`config.mk`:
```
export PLATFORM = sky130hd
export DESIGN_NAME = spi_frame_master_tx
export DESIGN_NICKNAME = d
export VERILOG_FILES = /design/src/rtl/keyboard_spi_pkg.sv /design/src/rtl/spi_clk_gen.sv /design/src/rtl/spi_frame_master_tx.sv
export SDC_FILE = /design/constraint.sdc
export NUM_CORES = 1
export LEC_CHECK = 0
export CORE_MARGIN = 10
export CORE_UTILIZATION = 40
export CTS_BUF_LIST = sky130_fd_sc_hd__clkbuf_16
export DETAILED_ROUTE_END_ITERATION = 12
export SLEW_MARGIN = 15
export SYNTH_ARGS = -nofsm -noshare
export SYNTH_HDL_FRONTEND = slang
export SYNTH_SLANG_ARGS = --single-unit
export TNS_END_PERCENT = 1
```
`constraint.sdc`:
```
create_clock -name clk -period 3.26 [get_ports clk]
set_input_delay 0.815 -clock clk [delete_from_list [all_inputs] [get_ports clk]]
set_output_delay 0.815 -clock clk [all_outputs]
set_load 0.05 [all_outputs]
```
`src/rtl/keyboard_spi_pkg.sv`:
```
// keyboard_spi_pkg: constants and types shared by the keyboard SPI frame transmitter and receiver
package keyboard_spi_pkg;
   localparam logic [31:0] SYNC_WORD_DEFAULT = 32'h0000_FFFF;
   localparam int FRAME_BITS = 160;
   localparam int WORD_BITS = 32;
   localparam int WAVEFORM_LSB = 0;
   localparam int NOTES_LSB = 2;
   typedef enum logic [1:0] {WF_SQUARE, WF_SAW, WF_TRI, WF_SINE} waveform_t;
   typedef enum logic {IDLE, SHIFT} tx_state_t;
   function automatic logic [WORD_BITS-1:0] ctrl_word(input logic [1:0] notes, input logic [1:0] waveform);
      ctrl_word = '0;
      ctrl_word[WAVEFORM_LSB +: 2] = waveform;
      ctrl_word[NOTES_LSB +: 2] = notes;
   endfunction
endpackage

```
`src/rtl/spi_clk_gen.sv`:
```
// spi_clk_gen: sck phase divider with end-of-bit strobes, held idle when not enabled
module spi_clk_gen #(
   parameter int HALF_PERIOD = 8
) (
   input  logic clk,
   input  logic reset,
   input  logic en,
   output logic sck,
   output logic fall_tick,
   output logic bit_end
);
   localparam int DW = $clog2(HALF_PERIOD) + 1;
   logic [DW-1:0] div;
   logic phase_end;
   assign phase_end = div == DW'(HALF_PERIOD - 1);
   assign bit_end = en && sck && phase_end;
   assign fall_tick = bit_end;
   always_ff @(posedge clk) begin
      if (reset || !en) begin
         div <= '0;
         sck <= 1'b0;
      end else begin
         div <= phase_end ? '0 : div + 1'b1;
         sck <= sck ^ phase_end;
      end
   end
endmodule

```
`src/rtl/spi_frame_master_tx.sv`:
```
// spi_frame_master_tx: latches a 160-bit note/waveform frame on valid&ready and shifts it out MSB first
module spi_frame_master_tx
   import keyboard_spi_pkg::*;
#(
   parameter int HALF_PERIOD = 8,
   parameter logic [31:0] SYNC_WORD = SYNC_WORD_DEFAULT
) (
   input  logic        clk,
   input  logic        reset,
   input  logic        valid,
   output logic        ready,
   input  logic [31:0] prd1,
   input  logic [31:0] prd2,
   input  logic [31:0] prd3,
   input  logic [1:0]  waveform,
   input  logic [1:0]  notes,
   output logic        sck,
   output logic        sdi,
   output logic        done
);
   tx_state_t state, state_next;
   logic [FRAME_BITS-1:0] sr;
   logic [7:0] bit_cnt;
   logic fall_tick, bit_end, accept, last;
   spi_clk_gen #(.HALF_PERIOD(HALF_PERIOD)) u_clk_gen (
      .clk(clk),
      .reset(reset),
      .en(state == SHIFT),
      .sck(sck),
      .fall_tick(fall_tick),
      .bit_end(bit_end)
   );
   assign ready = state == IDLE;
   assign accept = ready && valid;
   assign last = bit_end && bit_cnt == 8'd0;
   // the final shift empties the register, so sdi returns low in IDLE without gating
   assign sdi = sr[FRAME_BITS-1];
   always_comb state_next = accept ? SHIFT : last ? IDLE : state;
   always_ff @(posedge clk) begin
      if (reset) begin
         state <= IDLE;
         sr <= '0;
         bit_cnt <= '0;
         done <= 1'b0;
      end else begin
         state <= state_next;
         done <= last;
         sr <= accept ? {SYNC_WORD, prd1, prd2, prd3, ctrl_word(notes, waveform)}
             : fall_tick ? {sr[FRAME_BITS-2:0], 1'b0} : sr;
         bit_cnt <= accept ? 8'(FRAME_BITS - 1) : bit_end ? bit_cnt - 8'd1 : bit_cnt;
      end
   end
endmodule
```
### Word-level counts from Yosys, hierarchy flattened

Cells that the tools add are included.
Widths: inputs -> output; s select.

* flip-flop bits (word level): 175
* input port bits: 103
* word-level logic and storage cells: 30

* add/subtract/negate cells: 2
* equality and inequality tests: 1
* muxes and demuxes: 6
* bitwise logic cells: 2
* reductions and logical operators: 11

Operators by type and width (number)
* $mux 144: 2
* $mux 8: 2
* $logic_not 8->1: 1
* $sub 8x1->8 const B: 1
* $add 4x1->4 const B: 1
* $eq 4x3->1 const B: 1
* $logic_and 1x1->1: 4
* $reduce_bool 2->1: 2
* $reduce_or 2->1: 2
* $mux 1: 2
* $logic_not 1->1: 1
* $logic_or 1x1->1: 1
* $not 1->1: 1
* $xor 1x1->1: 1

### Depth between registers and ports, before layout

* depth after elaboration: 5
* gate-level depth with buffers: 7

### Cells and area by module

A second synthesis with hierarchy kept.

* cell total of the unflattened synthesis: 711
* area total of the unflattened synthesis: 7095.6 um^2

Modules (own cells, without submodules)
* spi_frame_master_tx: instances 1, cells an instance 689, area each 6869.1 um^2
* spi_clk_gen: instances 1, cells an instance 22, area each 226.5 um^2

### Least setup slack after synthesis

No wires, ideal clock.

* path type: input to register
* start: in valid
* end: reg sr[49]
* data arrival time: 1.583 ns
* required time: 3.128 ns
* slack: 1.545 ns
* stages on the path: 6
* path buffers: 3
* cells stage by stage: nor2b_1 -> buf_2 -> buf_4 -> buf_2 -> a32oi_1 -> a21oi_1

* longest elaborated chain between the ends: 2
* elaborated cells on any way between the ends: 3
* those cells by class: mux (1); reduce/logical (2)

Ends and longest elaborated chain
* start: declaration: line spi_frame_master_tx.sv:10 `input logic valid,`
* $logic_and 1x1->1 (*): line spi_frame_master_tx.sv:34 `assign accept = ready && valid;`
* $mux 144 or $reduce_bool 2->1 (tied branches)
* end signal: assignment: line spi_frame_master_tx.sv:48 `sr <= accept ? {SYNC_WORD, prd1, prd2, prd3, ctrl_word(notes, waveform)}`
* end: declaration: line spi_frame_master_tx.sv:22 `logic [FRAME_BITS-1:0] sr;`

Mark *: on every way between the ends. The rest lies on a longest branch, timed or not.
A chain may end at the register's enable or synchronous reset.

### Worst setup path after layout

* start: reg u_clk_gen.sck
* end: out sck

RTL lines
* start: declaration: line spi_clk_gen.sv:8 `output logic sck,`
* start signal: assignment: line spi_clk_gen.sv:24 `sck <= sck ^ phase_end;`
* end: declaration: line spi_frame_master_tx.sv:17 `output logic sck,`

No word-level cell between the ends.

==> insert_results.sql <==
INSERT INTO impl_metrics (metric_group, metric, value, unit) VALUES
('setup_path', 'worst-path-buf-inv', '1', ''),
('route', 'drt_iter0_drc', '469', ''),
('clocking', 'cts_hold_buffers', '0', ''),
('clocking', 'tritoncts.num_buffers', '17', ''),
('sta', 'timing_hold_violations_final', '0', ''),
('route', 'drt_wl_total', '20900', 'um'),
('power', 'power_density', '513', 'nW/um^2'),
('clocking', 'clock-root-buffer', 'sky130_fd_sc_hd__clkbuf_16', ''),
('clocking', 'clk_latency', '0.43', 'ns'),
('floorplanning', 'dieHeight', '158', 'um'),
('cells_and_area', 'synthToLayoutAreaGrowth', '20.3', '%'),
('cells_and_area', 'highest_count_cells_in_the_layout_ignoring_fill_and_taps', '175 x sky130_fd_sc_hd__dfxtp_1, 159 x sky130_fd_sc_hd__a21oi_1, 105 x sky130_fd_sc_hd__clkdlybuf4s50_1', ''),
('setup_path', 'slowest_delay', '0.88', 'ns'),
('setup_path', 'critPathSlowestCell', 'sky130_fd_sc_hd__clkdlybuf4s50_1', ''),
('sta', 'finalCritPeriodShare', '80.3', '%'),
('global_route', 'grt_pass1_wl', '33900', 'um'),
('sta', 'max_freq', '382', 'MHz'),
('sta', 'setup_slack', '0.643', 'ns'),
('sta', 'worst_slew_margin_rel', '43.9', '%'),
('clocking', 'numClockSinks', '175', ''),
('power', 'vdd_drop_max', '0.000376', 'V'),
('sta', 'worst_pin_slew', '0.842', 'ns'),
('synthesis', 'syn-cell-area', '7600', 'um^2'),
('route', 'detail_route.vias_per_cell', '6.31', ''),
('route', 'count_of_antenna_violating_nets_left_after_detailed_routing', '0', ''),
('cells_and_area', 'utilization', '48.9', '%'),
('setup_path', 'crit_path_start_kind', 'flop', ''),
('synthesis', 'synth_edf_count', '0', ''),
('sta', 'timing.clock.skew', '0.0118', 'ns'),
('setup_path', 'worstSetupPathType', 'reg -> out', ''),
('synthesis', 'synthTopCellsByArea', 'sky130_fd_sc_hd__dfxtp_1 46%, sky130_fd_sc_hd__a32oi_1 11%, sky130_fd_sc_hd__a21oi_1 10%, sky130_fd_sc_hd__o211ai_1 9.9%, sky130_fd_sc_hd__nand3_1 4.3%', ''),
('global_route', 'first_global_vias', '6543', ''),
('synthesis', 'netlist_instances', '834', ''),
('cells_and_area', 'layout.nets', '969', ''),
('floorplanning', 'coreArea', '18700', 'um^2'),
('setup_path', 'timing.critical_path.max_delay_family', 'buffers and inverters', ''),
('clocking', 'cts_buffer_depth', '2', ''),
('synthesis', 'yosys_register_bits', '175', ''),
('clocking', 'clk_transition_reported_paths', '0.06', 'ns'),
('sta', 'grt_setup_unrepaired', 'false', ''),
('cells_and_area', 'antennaDiodeCount', '0', ''),
('place', 'port_buffer_count', '106', ''),
('cells_and_area', 'drive_above_1_share', '6.76', '%'),
('synthesis', 'synth_area_leader_cell', 'sky130_fd_sc_hd__dfxtp_1', ''),
('place', 'placement.setup.worst_slack', '0.820', 'ns'),
('floorplanning', 'top_level_ports', '107', ''),
('sta', 'finalCriticalPeriod', '2.62', 'ns'),
('sta', 'timing.final.max_slew_violations', '0', ''),
('global_route', 'grt_start_max_net_pins', '88', ''),
('setup_path', 'crit_path_end_kind', 'output pin', ''),
('synthesis', 'yosysWarnings', '0', ''),
('global_route', 'globalRoute.totalOverflow', '0', ''),
('outcome', 'status', 'completed', ''),
('place', 'hpwl', '12500', 'um'),
('setup_path', 'timing.critical_path.required', '2.44', 'ns'),
('power', 'leakage', '2.82', 'nW'),
('synthesis', 'synth_top_flop_cell', 'sky130_fd_sc_hd__dfxtp_1', ''),
('synthesis', 'post_synth.cell_area_avg', '9.11', 'um^2'),
('sta', 'report.final.setup_viol', '0', ''),
('place', 'routabilityCongestion', '0.775', ''),
('run', 'maxCapViolCount', '0', ''),
('clocking', 'cts.htree.levels', '4', ''),
('global_route', 'grt.total_usage', '16.3', '%'),
('sta', 'totalNegativeSetupSlack', '0', 'ns'),
('route', 'dr_total_vias', '6981', ''),
('hold_path', 'hold_crit_class', 'reg -> reg', ''),
('floorplanning', 'initial_utilization', '40.6', '%'),
('route', 'drc_errors', '0', ''),
('clocking', 'postCtsSetupRepairBufs', '0', ''),
('synthesis', 'synth_async_sr_flop_share', '0', '%'),
('clocking', 'tritoncts', 'done', '');
==> final cells by class <==
| type | instances | area [um^2] | share of cell area [%] |
|---|---|---|---|
| inverter | 4 | 15.0 | 0.164 |
| clock buffer | 17 | 425 | 4.65 |
| multi-input combinational | 539 | 3500 | 38.2 |
| clock inverter | 12 | 138 | 1.51 |
| sequential | 175 | 3500 | 38.3 |
| tap | 234 | 293 | 3.20 |
| timing repair buffer | 126 | 1270 | 13.9 |
==> sequential cells by signal, summed over array words and instances, names as in the netlist <==
register and cells:
sr 160, bit_cnt 8, u_clk_gen.div 4, done 1, state 1, u_clk_gen.sck 1
==> metrics by stage <==
step,std cells,power (W),hold slack [ns],cell area (um^2)
2_1_floorplan,834,0.00256,0.430,7600
3_3_place_gp,1078,0.00274,0.441,8580
3_5_place_dp,1078,0.00276,0.453,8580
4_1_cts,1107,0.00475,0.463,9140
5_1_grt,1107,0.00488,0.487,9140
6_report,1107,0.00469,0.460,9140
==> kinds of logic after synthesis <==
logic type | after synthesis | synth area share (%)
and+or+nand+nor | 101 | 7.10
adders and majority gates | 3 | 0.494
muxes | 3 | 0.395
DFF | 175 | 46.1
buffers and inverters | 120 | 8.33
AOI/OAI and AO/OA | 430 | 37.3
xor gates and xnor gates | 2 | 0.231
==> power breakdown <==
group / leakage, nW / total [W] / internal, W / switching, W
Sequential: 1.43 / 0.00229 / 0.00223 / 0.0000554
Clock: 0.265 / 0.00198 / 0.00112 / 0.000855
Combinational: 1.12 / 0.000424 / 0.000225 / 0.000199
==> routing by layer <==
metal	vias to the layer above	GRT usage [%]	routed length, um
met5	-	0	0
met4	0	4.59	271
met3	28	4.31	1250
met2	203	25.2	10100
met1	3419	22.0	9370
li1	3331	-	-
==> path summary, 6_finish.rpt <==
check,cells after the start,to,slack [ns],startpoint
setup / recovery,1,sck,0.64,u_clk_gen.sck$_SDFF_PP0_
hold / removal,2,sr[17]$_SDFFE_PP0P_,0.46,sr[16]$_SDFFE_PP0P_
setup reg to reg,5,sr[116]$_SDFFE_PP0P_,1.06,u_clk_gen.div[0]$_SDFF_PP0_
hold reg to reg,2,sr[17]$_SDFFE_PP0P_,0.46,sr[16]$_SDFFE_PP0P_
==> synthesized netlist by cell type, drive strengths merged, types with 2 or more instances <==
cell type / n
nand3: 65
nor4: 3
nor2: 10
a32oi: 99
nor3b: 2
o21ai: 44
o22ai: 15
ha: 3
mux2i: 3
inv: 4
o211ai: 100
and2: 2
or3: 2
buf: 81
a21oi: 159
xnor2: 2
and4bb: 2
a311oi: 2
dfxtp: 175
clkbuf: 35
nor3: 2
a211oi: 8
nand2: 5
nand3b: 2
Power figures use the tool's default switching activity.
